## config.mk

```make
export PLATFORM = sky130hd
export DESIGN_NAME = instruction_prefetch_buffer_flat
export DESIGN_NICKNAME = d
export VERILOG_FILES = /design/src/rtl/instruction_prefetch_buffer_pkg.sv /design/src/rtl/instruction_prefetch_buffer_if.sv /design/src/rtl/instruction_prefetch_buffer_chk.sv /design/src/rtl/instruction_prefetch_buffer_fifo.sv /design/src/rtl/instruction_prefetch_buffer.sv /design/src/flat_wrapper.sv
export SDC_FILE = /design/constraint.sdc
export NUM_CORES = 1
export LEC_CHECK = 0
export CORE_MARGIN = 8
export CORE_UTILIZATION = 50
export CTS_CLUSTER_SIZE = 20
export DETAILED_ROUTE_END_ITERATION = 6
export PLACE_DENSITY_LB_ADDON = 0.3
export SLEW_MARGIN = 20
export SYNTH_ARGS = -nofsm -noshare
export SYNTH_HDL_FRONTEND = slang
export SYNTH_SLANG_ARGS = --single-unit
```

## constraint.sdc

```tcl
create_clock -name clk -period 2.8 [get_ports clk]
set_clock_uncertainty 0.2 [all_clocks]
set_input_delay 0.56 -clock clk [delete_from_list [all_inputs] [get_ports clk]]
set_output_delay 0.56 -clock clk [all_outputs]
set_load 0.01 [all_outputs]
```

## src/rtl/instruction_prefetch_buffer_pkg.sv

```systemverilog
// Shared types and constants for the instruction prefetch buffer.
// Optional feature macro: PREFETCH_ABORT_EN (adds a per-entry abort bit).
package instruction_prefetch_buffer_pkg;

  localparam logic [1:0] TRANS_IDLE   = 2'b00;
  localparam logic [1:0] TRANS_NONSEQ = 2'b10;
  localparam logic [1:0] TRANS_SEQ    = 2'b11;

  typedef logic [31:0] word_addr_t;

  typedef struct packed {
    logic [31:0] instr;
    word_addr_t  pc;
`ifdef PREFETCH_ABORT_EN
    logic        abort;
`endif
  } fetch_entry_t;

  typedef enum logic [0:0] {
    ST_RESET_HOLD = 1'b0,
    ST_RUN        = 1'b1
  } fetch_state_t;

  function automatic word_addr_t next_word_addr(input word_addr_t a);
    return a + 32'd1;
  endfunction

endpackage

```

## src/rtl/instruction_prefetch_buffer_if.sv

```systemverilog
// Memory-side and decode-side bus of the prefetch buffer.
// Optional feature macro: PREFETCH_ABORT_EN (adds abort / instr_abort).
interface instruction_prefetch_buffer_if;
  import instruction_prefetch_buffer_pkg::*;

  word_addr_t  addr;
  logic [1:0]  trans;
  logic        write;
  logic [31:0] rdata;
  logic        flush;
  word_addr_t  flush_pc;
  logic [31:0] instr;
  word_addr_t  instr_pc;
  logic        instr_valid;
  logic        instr_ready;
`ifdef PREFETCH_ABORT_EN
  logic        abort;
  logic        instr_abort;

  modport master (
    output addr, trans, write, instr, instr_pc, instr_valid, instr_abort,
    input  rdata, flush, flush_pc, instr_ready, abort
  );
  modport slave (
    input  addr, trans, write, instr, instr_pc, instr_valid, instr_abort,
    output rdata, flush, flush_pc, instr_ready, abort
  );
`else
  modport master (
    output addr, trans, write, instr, instr_pc, instr_valid,
    input  rdata, flush, flush_pc, instr_ready
  );
  modport slave (
    input  addr, trans, write, instr, instr_pc, instr_valid,
    output rdata, flush, flush_pc, instr_ready
  );
`endif

endinterface

```

## src/rtl/instruction_prefetch_buffer_chk.sv

```systemverilog
// Checker for the prefetch FIFO: a push must never land in a full FIFO.
module instruction_prefetch_buffer_chk (
  input logic clk,
  input logic reset,
  input logic i_push,
  input logic i_clear,
  input logic i_full
);

  // The issue credit limit keeps count + pending within DEPTH, so a full FIFO never sees a push.
  a_no_push_when_full: assert property (@(posedge clk) disable iff (reset)
    !(i_push && !i_clear && i_full));

endmodule

```

## src/rtl/instruction_prefetch_buffer_fifo.sv

```systemverilog
// Synchronous FIFO of fetch entries with clear; head entry is read combinationally.
module instruction_prefetch_buffer_fifo
  import instruction_prefetch_buffer_pkg::*;
#(
  parameter int DEPTH = 4
) (
  input  logic                     clk,
  input  logic                     reset,
  input  logic                     i_clear,
  input  logic                     i_push,
  input  fetch_entry_t             i_push_data,
  input  logic                     i_pop,
  output fetch_entry_t             o_head,
  output logic                     o_valid,
  output logic [$clog2(DEPTH):0]   o_count
);

  localparam int PW = $clog2(DEPTH);
  localparam logic [PW:0] LP_FULL = (PW+1)'(DEPTH);
  localparam logic [PW:0] LP_ZERO = (PW+1)'(0);

  fetch_entry_t  r_mem [DEPTH];
  logic [PW-1:0] r_rd_ptr;
  logic [PW-1:0] r_wr_ptr;
  logic [PW:0]   r_count;
  logic          w_push;
  logic          w_pop;
  logic          w_full;

  // Clear overrides both push and pop; popping an empty FIFO is ignored.
  always_comb begin
    w_full  = (r_count == LP_FULL);
    w_push  = i_push && !i_clear;
    w_pop   = i_pop && !i_clear && (r_count != LP_ZERO);
    o_head  = r_mem[r_rd_ptr];
    o_valid = (r_count != LP_ZERO);
    o_count = r_count;
  end

  always_ff @(posedge clk) begin
    if (w_push) begin
      r_mem[r_wr_ptr] <= i_push_data;
    end
  end

  always_ff @(posedge clk) begin
    if (reset || i_clear) begin
      r_rd_ptr <= PW'(0);
      r_wr_ptr <= PW'(0);
      r_count  <= LP_ZERO;
    end else begin
      if (w_push) r_wr_ptr <= r_wr_ptr + PW'(1);
      if (w_pop)  r_rd_ptr <= r_rd_ptr + PW'(1);
      case ({w_push, w_pop})
        2'b10:   r_count <= r_count + (PW+1)'(1);
        2'b01:   r_count <= r_count - (PW+1)'(1);
        default: r_count <= r_count;
      endcase
    end
  end

  instruction_prefetch_buffer_chk u_chk (
    .clk     (clk),
    .reset   (reset),
    .i_push  (i_push),
    .i_clear (i_clear),
    .i_full  (w_full)
  );

endmodule

```

## src/rtl/instruction_prefetch_buffer.sv

```systemverilog
// Instruction prefetch stage: credit-limited word fetch, entry FIFO, flush/redirect.
// Optional feature macro: PREFETCH_ABORT_EN (per-entry abort, fetch stall until flush).
module instruction_prefetch_buffer
  import instruction_prefetch_buffer_pkg::*;
#(
  parameter int         DEPTH    = 4,
  parameter word_addr_t RESET_PC = 32'h0
) (
  input logic                          clk,
  input logic                          reset,
  instruction_prefetch_buffer_if.master bus
);

  localparam int PW = $clog2(DEPTH);
  localparam logic [PW+1:0] LP_DEPTH = (PW+2)'(DEPTH);

  fetch_state_t  r_state;
  word_addr_t    r_fetch_pc;
  word_addr_t    r_req_pc;
  logic          r_pending;
  logic          r_seq;
  fetch_entry_t  w_push_data;
  fetch_entry_t  w_head;
  logic          w_head_valid;
  logic [PW:0]   w_count;
  logic [PW+1:0] w_occupancy;
  logic          w_issue;
  logic          w_push;
  logic          w_pop;
  logic          w_abort_stall;

`ifdef PREFETCH_ABORT_EN
  logic r_abort_hold;

  // Once an aborted word is captured, fetch stays stalled until a redirect.
  always_ff @(posedge clk) begin
    if (reset) begin
      r_abort_hold <= 1'b0;
    end else if (bus.flush) begin
      r_abort_hold <= 1'b0;
    end else if (w_push && bus.abort) begin
      r_abort_hold <= 1'b1;
    end
  end

  always_comb begin
    w_abort_stall = r_abort_hold;
  end
`else
  always_comb begin
    w_abort_stall = 1'b0;
  end
`endif

  // Credit counts the outstanding response, so the FIFO can never overflow.
  always_comb begin
    w_occupancy = {1'b0, w_count} + {{(PW+1){1'b0}}, r_pending};
    w_issue     = (r_state == ST_RUN) && !bus.flush && !reset && !w_abort_stall &&
                  (w_occupancy < LP_DEPTH);
    w_push      = r_pending && !bus.flush;
    w_pop       = w_head_valid && bus.instr_ready && !bus.flush;
    w_push_data.instr = bus.rdata;
    w_push_data.pc    = r_req_pc;
`ifdef PREFETCH_ABORT_EN
    w_push_data.abort = bus.abort;
    bus.instr_abort   = w_head.abort;
`endif
    if (w_issue) begin
      bus.trans = r_seq ? TRANS_SEQ : TRANS_NONSEQ;
    end else begin
      bus.trans = TRANS_IDLE;
    end
    bus.addr        = r_fetch_pc;
    bus.write       = 1'b0;
    bus.instr       = w_head.instr;
    bus.instr_pc    = w_head.pc;
    bus.instr_valid = w_head_valid;
  end

  always_ff @(posedge clk) begin
    if (reset) begin
      r_state    <= ST_RESET_HOLD;
      r_fetch_pc <= RESET_PC;
      r_req_pc   <= RESET_PC;
      r_pending  <= 1'b0;
      r_seq      <= 1'b0;
    end else begin
      case (r_state)
        ST_RESET_HOLD: r_state <= ST_RUN;
        ST_RUN:        r_state <= ST_RUN;
        default:       r_state <= ST_RESET_HOLD;
      endcase
      r_pending <= w_issue;
      r_seq     <= w_issue;
      if (w_issue) begin
        r_req_pc <= r_fetch_pc;
      end
      if (bus.flush) begin
        r_fetch_pc <= bus.flush_pc;
      end else if (w_issue) begin
        r_fetch_pc <= next_word_addr(r_fetch_pc);
      end
    end
  end

  instruction_prefetch_buffer_fifo #(.DEPTH(DEPTH)) u_prefetch_fifo (
    .clk         (clk),
    .reset       (reset),
    .i_clear     (bus.flush),
    .i_push      (w_push),
    .i_push_data (w_push_data),
    .i_pop       (w_pop),
    .o_head      (w_head),
    .o_valid     (w_head_valid),
    .o_count     (w_count)
  );

endmodule

```

## src/flat_wrapper.sv

```systemverilog
// flat-port wrapper written by rule: the top's interface ports become plain ports
module instruction_prefetch_buffer_flat import instruction_prefetch_buffer_pkg::*;
#(
  parameter int         DEPTH    = 4,
  parameter word_addr_t RESET_PC = 32'h0
)
  (clk, reset, bus_addr, bus_trans, bus_write, bus_instr, bus_instr_pc, bus_instr_valid, bus_rdata, bus_flush, bus_flush_pc, bus_instr_ready);
  instruction_prefetch_buffer_if bus_i ();
  input logic clk;
  input logic reset;
  output wire logic [$bits(bus_i.addr)-1:0] bus_addr;
  output wire logic [$bits(bus_i.trans)-1:0] bus_trans;
  output wire logic [$bits(bus_i.write)-1:0] bus_write;
  output wire logic [$bits(bus_i.instr)-1:0] bus_instr;
  output wire logic [$bits(bus_i.instr_pc)-1:0] bus_instr_pc;
  output wire logic [$bits(bus_i.instr_valid)-1:0] bus_instr_valid;
  input wire logic [$bits(bus_i.rdata)-1:0] bus_rdata;
  input wire logic [$bits(bus_i.flush)-1:0] bus_flush;
  input wire logic [$bits(bus_i.flush_pc)-1:0] bus_flush_pc;
  input wire logic [$bits(bus_i.instr_ready)-1:0] bus_instr_ready;
  assign bus_addr = bus_i.addr;
  assign bus_trans = bus_i.trans;
  assign bus_write = bus_i.write;
  assign bus_instr = bus_i.instr;
  assign bus_instr_pc = bus_i.instr_pc;
  assign bus_instr_valid = bus_i.instr_valid;
  assign bus_i.rdata = bus_rdata;
  assign bus_i.flush = bus_flush;
  assign bus_i.flush_pc = bus_flush_pc;
  assign bus_i.instr_ready = bus_instr_ready;
  instruction_prefetch_buffer #(.DEPTH(DEPTH), .RESET_PC(RESET_PC)) u_core (.clk(clk), .reset(reset), .bus(bus_i));
endmodule
```

* Yosys cells after proc, flatten, opt, wreduce, memory -nomap -nowiden
Memories as Yosys holds them, arrays and structs flattened. A register that Yosys moved wholly into a read port is not among the register bits.
Index checks and enable logic that the tools add are counted.
W data, S select, Z words.
** Word-level totals
- Flip-flop bits (word level) :: 73
- RAM bits :: 256
- Input port bits :: 68
- Output and inout bits :: 100
- Word-level logic and storage cells :: 42
- Memories kept :: 1
** Memories
- u_core.u_prefetch_fifo.r_mem :: words 4, bits a word 64, read ports 1, clocked after Yosys merged registers in 1, write ports 1, line instruction_prefetch_buffer_fifo.sv:22 : fetch_entry_t r_mem [DEPTH];
** Cells by class
- Add/subtract/negate cells :: 6
- Magnitude comparators :: 1
- Eq/ne operators :: 2
- Mux-type cells :: 10
- Reductions and logical operators :: 15
** Operators by type and width (count)
- $mux W32 :: 2
- $add A32 B1 Y32 const B :: 1
- $logic_and A1 B1 Y1 :: 9
- $mux W2 :: 3
- $pmux W3 S2 :: 1
- $add A2 B1 Y2 const B :: 2
- $add A3 B1 Y4 :: 1
- $lt A4 B3 Y1 const B :: 1
- $mux W1 :: 4
- $reduce_bool A2 Y1 :: 2
- $add A3 B1 Y3 const B :: 1
- $reduce_bool A3 Y1 :: 1
- $sub A3 B1 Y3 const B :: 1
- $eq A2 B1 Y1 const B :: 1
- $eq A2 B2 Y1 const B :: 1
- $logic_not A1 Y1 :: 2
- $logic_or A1 B1 Y1 :: 1

* Logic depth before layout (Yosys ltp)
Gate-level depths: netlist (run 1).
- Word-level depth :: 7
- Depth in mapped cells :: 9
- Depth with buffers taken out :: 8

* Hierarchy
Synthesis (run 1) repeated with hierarchy kept, for this count alone.
** Unflattened totals
- Cell total of the unflattened synthesis :: 754
- Area total of the unflattened synthesis :: 12826.1 um^2
** By module, submodules not included
- instruction_prefetch_buffer_fifo :: times used 1, cells an instance 384, area an instance 9768.1 um^2, seq. area each 7867.5 um^2
- instruction_prefetch_buffer :: times used 1, cells an instance 370, area an instance 3057.9 um^2, seq. area each 1321.3 um^2

* Worst setup path after synthesis (run 1)
OpenSTA, ideal clock, no wires.
- Path kind :: in2reg
- Start :: input port bus_flush
- End :: memory u_core.u_prefetch_fifo.r_mem[0][0] (netlist bit), enable pin
- Setup time :: 429 ps
- Arrival time :: 2454 ps
- Required time :: 2171 ps
- Path slack :: -283 ps
- Stages on the path :: 3
- Path buffers :: 1
- Cells stage by stage :: buf_2 -> nor2b_1 -> and2_1
** On the way
- Longest elaborated chain between the ends :: 5
** Ends and longest elaborated chain
- from (decl) :: line flat_wrapper.sv:18 : input wire logic [$bits(bus_i.flush)-1:0] bus_flush;
- $logic_not A1 Y1 * :: line instruction_prefetch_buffer_fifo.sv:33, instruction_prefetch_buffer.sv:60
- $logic_and A1 B1 Y1 :: line instruction_prefetch_buffer.sv:60 : w_push = r_pending && !bus.flush;
- $logic_and A1 B1 Y1 * :: line instruction_prefetch_buffer_fifo.sv:33 : w_push = i_push && !i_clear;
- $mux W1 * :: line instruction_prefetch_buffer_fifo.sv:41 : if (w_push) begin
- $mux W1 (not written as such) * :: line instruction_prefetch_buffer_fifo.sv:42 : r_mem[r_wr_ptr] <= i_push_data;
- to (decl) :: line instruction_prefetch_buffer_fifo.sv:22
Mark *: on every way between the ends. The rest lies on a longest branch, timed or not.

==> results of run 1 <==
==> per-layer routing <==
metal	GRT usage [%]	wire length [um]	vias up
li1	-	-	3515
met1	25.8	12900	3926
met2	30.4	14300	275
met3	4.36	2120	40
met4	5.37	561	0
met5	0	0	-
==> area by class of cell <==
cell class / instances / area, um^2
sequential: 331 / 9200
fill: 1815 / 8700
multi-input combinational: 400 / 3420
timing repair buffer: 230 / 2300
clock buffer: 48 / 955
tap: 330 / 413
clock inverter: 13 / 144
inverter: 15 / 56.3
==> power by group through the flow <==
stage / combinational (mW) / sequential [mW] / clock, mW
floorplan: 0.145 / 5.48 / 0
detailed placement: 0.429 / 5.49 / 0
CTS: 0.429 / 5.38 / 4.50
finish: 0.425 / 5.38 / 4.42
global route: 0.459 / 5.39 / 4.69
global placement: 0.423 / 5.48 / 0
==> final timing paths <==
kind,startpoint,endpoint,slack [ns],cells past startpoint
setup / recovery,flip-flop,bus_instr[17],-0.09,3
hold / removal,reset,u_core.r_state$_DFF_P_,0.22,2
setup reg to reg,u_core.bus.addr[1]$_SDFFE_PP0P_,u_core.bus.addr[30]$_SDFFE_PP0P_,0.32,6
hold reg to reg,u_core.r_req_pc[16]$_SDFFE_PP0P_,u_core.u_prefetch_fifo.r_mem[0][16]$_DFFE_PP_,0.29,0
==> cell usage after synthesis, types with 4 or more instances <==
library cell,instances
a21oi_1,51
a22oi_1,5
a31oi_1,18
and2_1,7
and3_1,6
buf_2,11
buf_4,4
clkbuf_1,25
dfxtp_1,75
edfxtp_1,256
ha_1,6
inv_1,14
mux2_2,6
mux4_2,64
nand2_1,102
nand3_1,14
nand4_1,12
nor2_1,25
nor3_1,4
o21ai_0,14
or3_1,9
or4_1,4
xor2_1,4
==> flip-flops by register name, indices dropped and copies added (netlist names), named ones only <==
register                         flops
u_core.r_req_pc                     32
u_core.u_prefetch_fifo.r_mem       256
u_core.u_prefetch_fifo.r_rd_ptr      2
u_core.r_pending                     1
u_core.u_prefetch_fifo.r_wr_ptr      2
u_core.u_prefetch_fifo.o_count       3
u_core.r_state                       1
u_core.bus.addr                     32
==> timing repair <==
action / CTS / global route
setup endpoints to repair: 66 / 42
gates resized for setup: 128 / 32
buffers inserted: 11 / 2
cloned: 2 / 2
==> logic make-up (layout without fill, tap and decap cells) <==
group           count (synthesis)  in the layout  synth area share, %
buf+inv                        57            306                 1.89
simple gates                  209            209                 8.60
compound gates                103            103                 4.67
mux                            75             75                 12.2
flops                         331            331                 71.6
fa+ha+maj                       7              7                0.741
xor+xnor                        5              5                0.341
other cells                     1              1               0.0292
==> layout by cell type (no fill, tap or decap), types with 14 or more instances in the layout <==
cell / Yosys / layout
edfxtp_1: 256 / 256
inv_1: 14 / 14
a21oi_1: 51 / 51
dfxtp_1: 75 / 73
buf_12: 0 / 17
mux4_2: 64 / 64
dlygate4sd2_1: 0 / 23
nand3_1: 14 / 14
nor2_1: 25 / 25
o21ai_0: 14 / 14
nand2_1: 102 / 102
clkdlybuf4s50_1: 0 / 102
a31oi_1: 18 / 18
buf_4: 4 / 40
buf_2: 11 / 22
clkbuf_16: 0 / 37
==> stage by stage <==
step / instance area (um^2) / instances
2_1_floorplan: 12800 / 788
3_3_place_gp: 15300 / 1290
3_5_place_dp: 15300 / 1290
4_1_cts: 16500 / 1364
5_1_grt: 16500 / 1367
6_report: 16500 / 1367
==> results.cfg, run 1 <==
[sta]
final_max_slew_viol_count = 0
period_needed_ns = 2.89
tightest_slew_ns = 0.697
slew_headroom_pct = 53.5
setup_tns_ns = -0.997
rsz0062_at_grt = yes
min_period_over_period_pct = 103
hold-worst-slack_ns = 0.216
setup_viol = 17
final-hold-violation-count = 0
setup_ws_ns = -0.0901
fmax_mhz = 346

[yosys]
dominantRegCellSynth = edfxtp_1
netlist.area_leader.share_pct = 59.9
yosysWarnings = 0
synth_edf_count = 256
async_flop_share_pct = 0
ys_seq_elements = 331
synth_top_area_cell = edfxtp_1
yosysSeqAreaShare_pct = 71.6
syn_avg_cell_area_um2 = 16.3
synth_area_um2 = 12800
ys_types = 54
synth_cells = 788
yosys-top-cells-area = edfxtp_1 (60%), dfxtp_1 (12%), mux4_2 (11%)
synth_nets = 863

[run_status]
status = finished, violations left
violations = negative setup slack

[power_and_ir_drop]
p_sw_mw = 2.03
ir_drop_v = 0.000333
p_clk_share_pct = 43.2
p_per_area_nw_per_um2 = 621
power_frac_comb_pct = 4.2
p_sw_share_pct = 19.9
p_int_mw = 8.20
power_frac_seq_pct = 52.7
design_power_total_mw = 10.2
p_leak_nw = 5.61

[grt]
grt_pass1_vias = 8023
grt_max_degree = 62
antenna_found_initial = 0
overflow = 0
gr-usage-all-layers_pct = 19.0
grt_pass1_wl_um = 45800

[layout]
syn_to_final_growth_pct = 28.3
nNetsFinal = 1087
fin_util_pct = 65.4
drive_above_1_share_pct = 23.1
num_antenna_cells = 0

[route]
num_vias = 7756
avgViaCountPerCell = 5.67
drt_wl_total_um = 29900
drc_errors = 0
detail_route.wl_per_cell_um = 21.9
ant_nets = 0
first_pass_iters = 5
drt_iter0_drc = 754

[critical_path]
cp.arrival_ns = 2.13
worstSetupEndpointType = primary output
cp_slowest_stage_delay_ns = 0.50
critPathMaxFanout = 8
crit_type = reg -> out
crit_chain = buf_8, mux4_2, clkdlybuf4s50_1
crit_buf_inv = 2
critPathLaunchType = flip-flop
path_delay_family = buffers and inverters
critPathSlowestCell = mux4_2
crit_required_ns = 2.04

[placed_design]
pre_cts_slack_ns = -0.121
hpwl_um = 19500
gp_congestion = 0.841
port_buffers = 166

[clocking]
cts_buffer_depth = 3
cts_root_buffer = clkbuf_16
insertion_delay_ns = 0.50
htree_levels = 2
postCtsHoldBufs = 0
clk_pin_slew_ns = 0.06
cts_tree = done
clock_sinks = 331
cts_buffers = 34

[run]
max-cap-violations = 0

[die]
start_util_pct = 51.0
die_x_um = 176
die_area_um2 = 31100
placementRows = 58
fp.dieH_um = 176
io_pins = 168
coreArea_um2 = 25200

[min_path]
hp-class = in -> reg
(Power assumes the default switching activity.)
==> run 2: changes to the inputs <==
Settings changed: GPL_ROUTABILITY_DRIVEN set to 0.
==> results of run 2 <==
The final DEF is identical to that of run 1; final timing and power are the same.
==> run 3: changes to the inputs <==
Settings changed: ABC_AREA set to 0.
==> results of run 3 <==
The final DEF is identical to that of run 1; final timing and power are the same.
